==> src/rtl/reset_sequencer_if.sv <==
// Request/acknowledge and staged reset bundle between the reset sequencer and
// the requesters and subsystems around it.
interface reset_sequencer_if #(
   parameter int N_REQ   = 3,
   parameter int N_STAGE = 4
);
   localparam int CAUSE_W = (N_REQ > 1) ? $clog2(N_REQ) : 1;

   logic [N_REQ-1:0]   req_i;
   logic               req_ack_o;
   logic [CAUSE_W-1:0] cause_o;
   logic [N_STAGE-1:0] stage_rst_o;
   logic [N_STAGE-1:0] clk_en_o;
   logic               busy_o;
   logic               done_o;
   logic [7:0]         seq_count_o;

   modport master (
      input  req_i,
      output req_ack_o, cause_o, stage_rst_o, clk_en_o, busy_o, done_o, seq_count_o
   );

   modport slave (
      output req_i,
      input  req_ack_o, cause_o, stage_rst_o, clk_en_o, busy_o, done_o, seq_count_o
   );
endinterface

==> src/rtl/reset_sequencer.sv <==
// Staged reset/clock-enable sequencer for the 40 MHz domain: holds every stage in
// reset, starts clocks, then releases stages one by one before entering RUN.
module reset_sequencer #(
   parameter int N_REQ       = 3,
   parameter int N_STAGE     = 4,
   parameter int HOLD_CYCLES = 16,
   parameter int STAGE_GAP   = 8
) (
   input  logic               clk40MHz_i,
   input  logic               rst_i,
   reset_sequencer_if.master  bus
);
   localparam int CAUSE_W = (N_REQ > 1) ? $clog2(N_REQ) : 1;
   localparam int IDX_W   = (N_STAGE > 1) ? $clog2(N_STAGE) : 1;
   localparam int CNT_MAX = (HOLD_CYCLES > STAGE_GAP) ? HOLD_CYCLES : STAGE_GAP;
   localparam int CNT_W   = $clog2(CNT_MAX + 1);

   typedef enum logic [1:0] {
      S_ASSERT  = 2'd0,
      S_CLKON   = 2'd1,
      S_RELEASE = 2'd2,
      S_RUN     = 2'd3
   } state_t;

   state_t             state_q, state_d;
   logic [CNT_W-1:0]   cnt_q, cnt_d;
   logic [IDX_W-1:0]   idx_q, idx_d;
   logic               accept_s;
   logic [CAUSE_W-1:0] win_s;

   logic               req_ack_q, req_ack_d;
   logic [CAUSE_W-1:0] cause_q, cause_d;
   logic [N_STAGE-1:0] stage_rst_q, stage_rst_d;
   logic [N_STAGE-1:0] clk_en_q, clk_en_d;
   logic               busy_q, busy_d;
   logic               done_q, done_d;
   logic [7:0]         seq_count_q, seq_count_d;

   // Lowest set index wins; scanning from the top lets lower indices overwrite.
   function automatic logic [CAUSE_W-1:0] lowest_idx(input logic [N_REQ-1:0] v);
      logic [CAUSE_W-1:0] r;
      r = {CAUSE_W{1'b0}};
      for (int i = N_REQ - 1; i >= 0; i--) begin
         if (v[i]) begin
            r = CAUSE_W'(i);
         end else begin
            r = r;
         end
      end
      return r;
   endfunction

   // State and output registers.
   always_ff @(posedge clk40MHz_i) begin
      if (rst_i) begin
         state_q     <= S_ASSERT;
         cnt_q       <= {CNT_W{1'b0}};
         idx_q       <= {IDX_W{1'b0}};
         req_ack_q   <= 1'b0;
         cause_q     <= {CAUSE_W{1'b0}};
         stage_rst_q <= {N_STAGE{1'b1}};
         clk_en_q    <= {N_STAGE{1'b0}};
         busy_q      <= 1'b1;
         done_q      <= 1'b0;
         seq_count_q <= 8'd0;
      end else begin
         state_q     <= state_d;
         cnt_q       <= cnt_d;
         idx_q       <= idx_d;
         req_ack_q   <= req_ack_d;
         cause_q     <= cause_d;
         stage_rst_q <= stage_rst_d;
         clk_en_q    <= clk_en_d;
         busy_q      <= busy_d;
         done_q      <= done_d;
         seq_count_q <= seq_count_d;
      end
   end

   // Next-state, phase counter and stage index.
   always_comb begin
      state_d  = state_q;
      cnt_d    = cnt_q;
      idx_d    = idx_q;
      accept_s = 1'b0;
      win_s    = lowest_idx(bus.req_i);
      case (state_q)
         S_ASSERT: begin
            if (cnt_q == CNT_W'(HOLD_CYCLES - 1)) begin
               state_d = S_CLKON;
               cnt_d   = {CNT_W{1'b0}};
            end else begin
               cnt_d = cnt_q + CNT_W'(1);
            end
         end
         S_CLKON: begin
            if (cnt_q == CNT_W'(STAGE_GAP - 1)) begin
               state_d = S_RELEASE;
               cnt_d   = {CNT_W{1'b0}};
               idx_d   = {IDX_W{1'b0}};
            end else begin
               cnt_d = cnt_q + CNT_W'(1);
            end
         end
         S_RELEASE: begin
            // The last stage gets a single cycle before RUN rather than a full gap.
            if (idx_q == IDX_W'(N_STAGE - 1)) begin
               state_d = S_RUN;
               cnt_d   = {CNT_W{1'b0}};
            end else if (cnt_q == CNT_W'(STAGE_GAP - 1)) begin
               idx_d = idx_q + IDX_W'(1);
               cnt_d = {CNT_W{1'b0}};
            end else begin
               cnt_d = cnt_q + CNT_W'(1);
            end
         end
         S_RUN: begin
            if (|bus.req_i) begin
               accept_s = 1'b1;
               state_d  = S_ASSERT;
               cnt_d    = {CNT_W{1'b0}};
               idx_d    = {IDX_W{1'b0}};
            end else begin
               state_d = S_RUN;
            end
         end
         default: begin
            state_d = S_ASSERT;
            cnt_d   = {CNT_W{1'b0}};
            idx_d   = {IDX_W{1'b0}};
         end
      endcase
   end

   // Output values derived from the upcoming state so outputs stay registered.
   always_comb begin
      stage_rst_d = {N_STAGE{1'b1}};
      clk_en_d    = {N_STAGE{1'b1}};
      case (state_d)
         S_ASSERT: begin
            stage_rst_d = {N_STAGE{1'b1}};
            clk_en_d    = {N_STAGE{1'b0}};
         end
         S_CLKON: begin
            stage_rst_d = {N_STAGE{1'b1}};
            clk_en_d    = {N_STAGE{1'b1}};
         end
         S_RELEASE: begin
            for (int j = 0; j < N_STAGE; j++) begin
               if (IDX_W'(j) > idx_d) begin
                  stage_rst_d[j] = 1'b1;
               end else begin
                  stage_rst_d[j] = 1'b0;
               end
            end
            clk_en_d = {N_STAGE{1'b1}};
         end
         S_RUN: begin
            stage_rst_d = {N_STAGE{1'b0}};
            clk_en_d    = {N_STAGE{1'b1}};
         end
         default: begin
            stage_rst_d = {N_STAGE{1'b1}};
            clk_en_d    = {N_STAGE{1'b0}};
         end
      endcase

      busy_d    = (state_d != S_RUN);
      done_d    = (state_d == S_RUN) && (state_q != S_RUN);
      req_ack_d = accept_s;

      if (accept_s) begin
         cause_d = win_s;
         if (seq_count_q == 8'hFF) begin
            seq_count_d = seq_count_q;
         end else begin
            seq_count_d = seq_count_q + 8'd1;
         end
      end else begin
         cause_d     = cause_q;
         seq_count_d = seq_count_q;
      end
   end

   assign bus.req_ack_o   = req_ack_q;
   assign bus.cause_o     = cause_q;
   assign bus.stage_rst_o = stage_rst_q;
   assign bus.clk_en_o    = clk_en_q;
   assign bus.busy_o      = busy_q;
   assign bus.done_o      = done_q;
   assign bus.seq_count_o = seq_count_q;
endmodule

==> src/flat_wrapper.sv <==
// flat-port wrapper written by rule: the top's interface ports become plain ports
module reset_sequencer_flat 
#(
   parameter int N_REQ       = 3,
   parameter int N_STAGE     = 4,
   parameter int HOLD_CYCLES = 16,
   parameter int STAGE_GAP   = 8
)
  (clk40MHz_i, rst_i, bus_req_i, bus_req_ack_o, bus_cause_o, bus_stage_rst_o, bus_clk_en_o, bus_busy_o, bus_done_o, bus_seq_count_o);
  reset_sequencer_if #(.N_REQ(N_REQ), .N_STAGE(N_STAGE)) bus_i ();
  input  logic clk40MHz_i;
  input  logic rst_i;
  input wire logic [$bits(bus_i.req_i)-1:0] bus_req_i;
  output wire logic [$bits(bus_i.req_ack_o)-1:0] bus_req_ack_o;
  output wire logic [$bits(bus_i.cause_o)-1:0] bus_cause_o;
  output wire logic [$bits(bus_i.stage_rst_o)-1:0] bus_stage_rst_o;
  output wire logic [$bits(bus_i.clk_en_o)-1:0] bus_clk_en_o;
  output wire logic [$bits(bus_i.busy_o)-1:0] bus_busy_o;
  output wire logic [$bits(bus_i.done_o)-1:0] bus_done_o;
  output wire logic [$bits(bus_i.seq_count_o)-1:0] bus_seq_count_o;
  assign bus_i.req_i = bus_req_i;
  assign bus_req_ack_o = bus_i.req_ack_o;
  assign bus_cause_o = bus_i.cause_o;
  assign bus_stage_rst_o = bus_i.stage_rst_o;
  assign bus_clk_en_o = bus_i.clk_en_o;
  assign bus_busy_o = bus_i.busy_o;
  assign bus_done_o = bus_i.done_o;
  assign bus_seq_count_o = bus_i.seq_count_o;
  reset_sequencer #(.N_REQ(N_REQ), .N_STAGE(N_STAGE), .HOLD_CYCLES(HOLD_CYCLES), .STAGE_GAP(STAGE_GAP)) u_core (.clk40MHz_i(clk40MHz_i), .rst_i(rst_i), .bus(bus_i));
endmodule
==> config.mk <==
export PLATFORM = sky130hd
export DESIGN_NAME = reset_sequencer_flat
export DESIGN_NICKNAME = d
export VERILOG_FILES = /design/src/rtl/reset_sequencer_if.sv /design/src/rtl/reset_sequencer.sv /design/src/flat_wrapper.sv
export SDC_FILE = /design/constraint.sdc
export NUM_CORES = 1
export LEC_CHECK = 0
export BUFFER_PORTS_ARGS = -buffer_cell sky130_fd_sc_hd__buf_4
export CAP_MARGIN = 20
export CORE_MARGIN = 4
export CORE_UTILIZATION = 30
export CTS_CLUSTER_SIZE = 10
export DETAILED_ROUTE_END_ITERATION = 7
export HOLD_SLACK_MARGIN = 0.06
export MAX_ROUTING_LAYER = met4
export SYNTH_ARGS = -nofsm -noshare
export SYNTH_HDL_FRONTEND = slang
export SYNTH_SLANG_ARGS = --single-unit
==> constraint.sdc <==
create_clock -name clk40MHz_i -period 2.25 [get_ports clk40MHz_i]
set_input_delay 0.3375 -clock clk40MHz_i [delete_from_list [all_inputs] [get_ports clk40MHz_i]]
set_output_delay 0.3375 -clock clk40MHz_i [all_outputs]
set_load 0.1 [all_outputs]
# Yosys cells after proc, flatten, opt, wreduce, memory -nomap -nowiden
# Cells that the tools add are included.
# Widths: inputs -> output; s select.
[word_totals] in_bits=5 elab_cells=64 output_inout_bits=21 latchBits=0 mem_bits_rw=0 rom_bits=0 register_bits=30 mem_count=0
[op_classes] n_lt_le_gt_ge=4 eq_ne=13 div_mod_pow=0 n_reduce_logical=7 muxes=26 bitwise=1 multipliers=0 addsub=3 shifts=0
[ops] operator="$mux 2" count=11
[ops] operator="$mux 5" count=4
[ops] operator="$pmux 5 s4" count=1
[ops] operator="$pmux 4 s3" count=1
[ops] operator="$eq 2x2->1 const B" count=5
[ops] operator="$add 8x1->8 const B" count=1
[ops] operator="$eq 8x8->1 const B" count=1
[ops] operator="$pmux 2 s4" count=1
[ops] operator="$pmux 4 s2" count=1
[ops] operator="$mux 1" count=6
[ops] operator="$pmux 2 s3" count=1
[ops] operator="$reduce_or 3->1" count=2
[ops] operator="$add 5x1->5 const B" count=1
[ops] operator="$eq 5x3->1 const B" count=1
[ops] operator="$eq 5x4->1 const B" count=1
[ops] operator="$eq 2x1->1 const B" count=2
[ops] operator="$gt 1x2->1 const A" count=2
[ops] operator="$gt 2x2->1 const A" count=2
[ops] operator="$logic_not 2->1" count=2
[ops] operator="$ne 2x2->1 const B" count=2
[ops] operator="$add 2x1->2 const B" count=1
[ops] operator="$ne 2x1->1 const B" count=1
[ops] operator="$reduce_and 2->1" count=1
[ops] operator="$reduce_or 2->1" count=1
[ops] operator="2 further kinds" count=2

# Longest topological paths before layout
[depth] depth_word=7 depth_mapped=9 ltp_nobuf=9

# Least setup slack after synthesis
# Ideal clock, no wire load.
[synth_path] path_type="register to register" start="register u_core.seq_count_q[0] (netlist: u_core.bus.seq_count_o[0])" end="register u_core.seq_count_q[5] (netlist: u_core.bus.seq_count_o[5])" stages_incl_launch_ff=7 period_less_slack_ps=2136 t_arrival_ps=2008 setup_slack_ps=114 path_cell_list="dfxtp_1 ha_1 and3_1 a31oi_2 nand4_1 xor2_1 nor2_1"
[synth_between] elab_chain_len=3 elab_cells_between_ends=4 cone_classes="add/sub (1); eq/ne (1); bitwise (1); reduce/logical (1)"
[synth_lines] element="start: declaration" line="reset_sequencer.sv:37" source="logic [7:0] seq_count_q, seq_count_d;"
[synth_lines] element="start signal: assignment" line="reset_sequencer.sv:76" source="seq_count_q <= seq_count_d;"
[synth_lines] element="parallel branches: the longest is 3 deep, another holds $add 8x1->8"
# Several ways; the timed one is not identified.
# A chain may end at the register's enable or synchronous reset.

# Worst setup path after layout
[layout_path] start="register u_core.cnt_q[0]" end="register u_core.cnt_q[2]"
[layout_between] elab_chain_len=4 elab_cells_between_ends=7 cone_classes="add/sub (1); eq/ne (2); mux (4)"
[layout_lines] element="start: declaration" line="reset_sequencer.sv:26" source="logic [CNT_W-1:0] cnt_q, cnt_d;"
[layout_lines] element="start signal: assignment" line="reset_sequencer.sv:57" source="cnt_q <= {CNT_W{1'b0}};"
[layout_lines] element="start signal: assignment" line="reset_sequencer.sv:68" source="cnt_q <= cnt_d;"
[layout_lines] element="$add 5x1->5 or $eq 5x3->1 (tied branches)"
[layout_lines] element="$mux 5" line="reset_sequencer.sv:97, reset_sequencer.sv:110"
[layout_lines] element="$mux 5" line="reset_sequencer.sv:107" source="if (idx_q == IDX_W'(N_STAGE - 1)) begin"
[layout_lines] element="$pmux 5 s4 (*)" line="reset_sequencer.sv:87" source="case (state_q)"
# Mark *: on every way between the ends. The rest lies on a longest branch, timed or not.

==> results by group <==
Run status
  • Outcome: complete, no violations

Timing
  • Final Cycle Share: 0.818
  • Fin. Hold Viols: 0
  • Slew @ Worst Pin: 462 ps
  • Max Fclk: 543 MHz
  • Max-slew violations: 0
  • Post-route setup slack: 409 ps
  • Setup TNS: 0 ps
  • Final Skew: ~2.9 ps
  • Setup-failing EPs final: 0
  • Rel. slew slack: 0.687
  • Hold Slack: between 300 and 400 ps
  • Min Tclk post-route: about 1800 ps
  • RSZ-0062 raised after global routing: no

Floorplan
  • Rows: 23
  • Die width: ~74 um
  • Core Area: 4120 um^2
  • Die area: roughly 5500 um^2
  • Overall die height: 73.9 um
  • Ports: 26
  • Initial Util: 0.317

Clocking
  • TritonCTS Sinks: 27
  • Clk slew on worst S/H paths: approximately 90 ps
  • Longest Clk Path Bufs: 2
  • CTS tree: done
  • Setup Buffers After CTS: 0
  • CTS buffer count: 3
  • H-Tree Depth: 1
  • Clock Latency Late Sink: 270 ps
  • Hold_buf cts: 0
  • Resized cells post-CTS: 0
  • Clk root buf: clkbuf_8

Placement
  • Placed Instance Area: 1510 um^2
  • Gpl congestion: 0.801
  • DP HPWL: approximately 2 mm
  • Port bufs: 25
  • Inst Count DP: 215
  • Dpl ws: 421 ps

Setup path
  • CP Launch Type: flip-flop
  • Worst reg2reg setup slack: slightly above 400 ps
  • Crit Path Category: flip-flop to flip-flop
  • Worst Path Max Fanout: 4
  • Critical Path RT: 2460 ps
  • Critical Path End Type: flip-flop
  • Crit path arrival time: 2050 ps

Cells and area
  • Share of layout cells above drive strength 1: 0.237
  • Most frequent cells in the layout: buf_4 (29), dfxtp_1 (27), nor2_1 (21)
  • Fillers: roughly 430
  • Non-filler cells, final: 219
  • Register area: 541 um^2
  • N_diodes: 0
  • Area Growth Syn to Fin: 19.2%
  • Most common cell after layout, fill and taps aside: buf_4
  • Multi-input logic area: 661 um^2
  • NumNets Final: ~180
  • Cell area after layout: approximately 1600 um^2
  • Final Util: 0.378

Logic synthesis
  • Async S/R FF share, synth: 0
  • Yosys warning total: 0
  • Post-synthesis cell type count: 43
  • Yosys reg bits: 27
  • Post-synth EDFFs: 0
  • Ranking of synthesized cells by area: dfxtp_1 (41%), nor2_1 (6.0%), ha_1 (5.8%)
  • Sequential area share after synthesis: 0.415
  • Gate Count Post-Synth: roughly 140
  • Synth top area share: 0.415
  • Dominant cell type by area after synthesis: dfxtp_1
  • Mapped Avg Cell Area: about 9.1 um^2
  • Syn_nets: around 160
  • Primary FF master, synth: dfxtp_1
  • Synthesized cell area: 1300 um^2

Power
  • Total power: approximately 0.78 mW
  • VDD IR max: 0.000231 V
  • Lkg Pwr: between 0.6 and 0.7 nW
  • P per Cell Area: 504 nW/um^2

Flow run
  • Max Cap Violations: 0

Route
  • Wirelength per Cell: approximately 12 um
  • DRT Wirelength: 2.55 mm
  • Via count: 1,066
  • Avg Vias per Cell: 4.87
  • TritonRoute pass-1 iters: 4
  • Routed Antenna Nets: 0
  • Drt first-iter violations: 47
  • DRC: 0

GRT
  • GRT overflow: 0
  • Vias in the first global route: 1,034
  • First-pass GRT wire length: 4.37 mm
  • Antenna violations before repair: 0
  • Largest net degree at the start of global routing: 21
  • GRT Total Usage: 0.104

Hold path
  • Hold Crit Class: input port to flip-flop
==> cells in the mapped netlist (2+ instances only) <==
cell type  count
buf_6          2
a31oi_1        3
nand4_1        2
nor3_1         4
o21a_1         2
nand3_1        5
clkbuf_8       2
nand2b_1       2
inv_1          7
or3_1          2
a21oi_1        6
dfxtp_1       27
nand2_1        8
nor2_1        21
and3_1         5
ha_1           6
o21ai_0        5
nor2b_1        4
xor2_1         5
buf_4          3
==> layout make-up <==
| type | instances | share of cell area |
|---|---|---|
| clock inverters | 1 | 0.00322 |
| well taps | 50 | 0.0403 |
| repair buffers | 29 | 0.140 |
| clock buffers | 3 | 0.0266 |
| flip-flops and latches | 27 | 0.348 |
| inverters | 7 | 0.0169 |
| multi-input cells | 102 | 0.425 |
==> power by group <==
group,internal (mW),switching [mW]
combinational,0.0121,0.0146
clock,0.124,0.147
sequential,0.482,0.00427
total,0.618,0.165
==> worst max-delay path: stages, from the launching register on <==
cell and delay [ps]:
dfxtp_1 350, ha_1 240, nand3_1 120, inv_1 50, ha_1 210, nor2b_1 130
o22a_1 200, or3b_1 340, a21oi_1 130
==> path summary, 6_finish.rpt <==
| kind | from | cells past startpoint | endpoint |
|---|---|---|---|
| min reg2reg | u_core.bus.cause_o[0] | 2 | u_core.bus.cause_o[0] |
| max reg2reg | u_core.cnt_q[0] | 8 | u_core.cnt_q[2] |
| max | u_core.cnt_q[0] | 8 | u_core.cnt_q[2] |
| min | bus_req_i[1] | 3 | u_core.bus.cause_o[0] |
==> state kept, by name, indices dropped and copies added, names as in the netlist <==
name                    flops
u_core.state_q              2
u_core.bus.clk_en_o         1
u_core.bus.req_ack_o        1
u_core.bus.done_o           1
u_core.cnt_q                5
u_core.idx_q                2
u_core.bus.stage_rst_o      4
u_core.bus.busy_o           1
u_core.bus.seq_count_o      8
u_core.bus.cause_o          2
==> layer usage <==
metal	wire [um]	up-vias	global-route usage
met5	0	-	-
li1	-	551	-
met1	1220	494	0.130
met4	51	0	0.0443
met2	1220	14	0.164
met3	64	7	0.0164
==> logic make-up (layout without fill, tap and decap cells) <==
logic type | count (synthesis) | after routing | synth area share
DFF | 27 | 27 | 0.415
buffers and inverters | 15 | 40 | 0.0787
AOI/OAI and AO/OA | 29 | 29 | 0.159
muxes | 2 | 2 | 0.0163
and+or+nand+nor | 59 | 59 | 0.233
xor gates and xnor gates | 6 | 6 | 0.0403
adders and majority gates | 6 | 6 | 0.0576
Note: power is estimated with default switching activity, not from simulation.
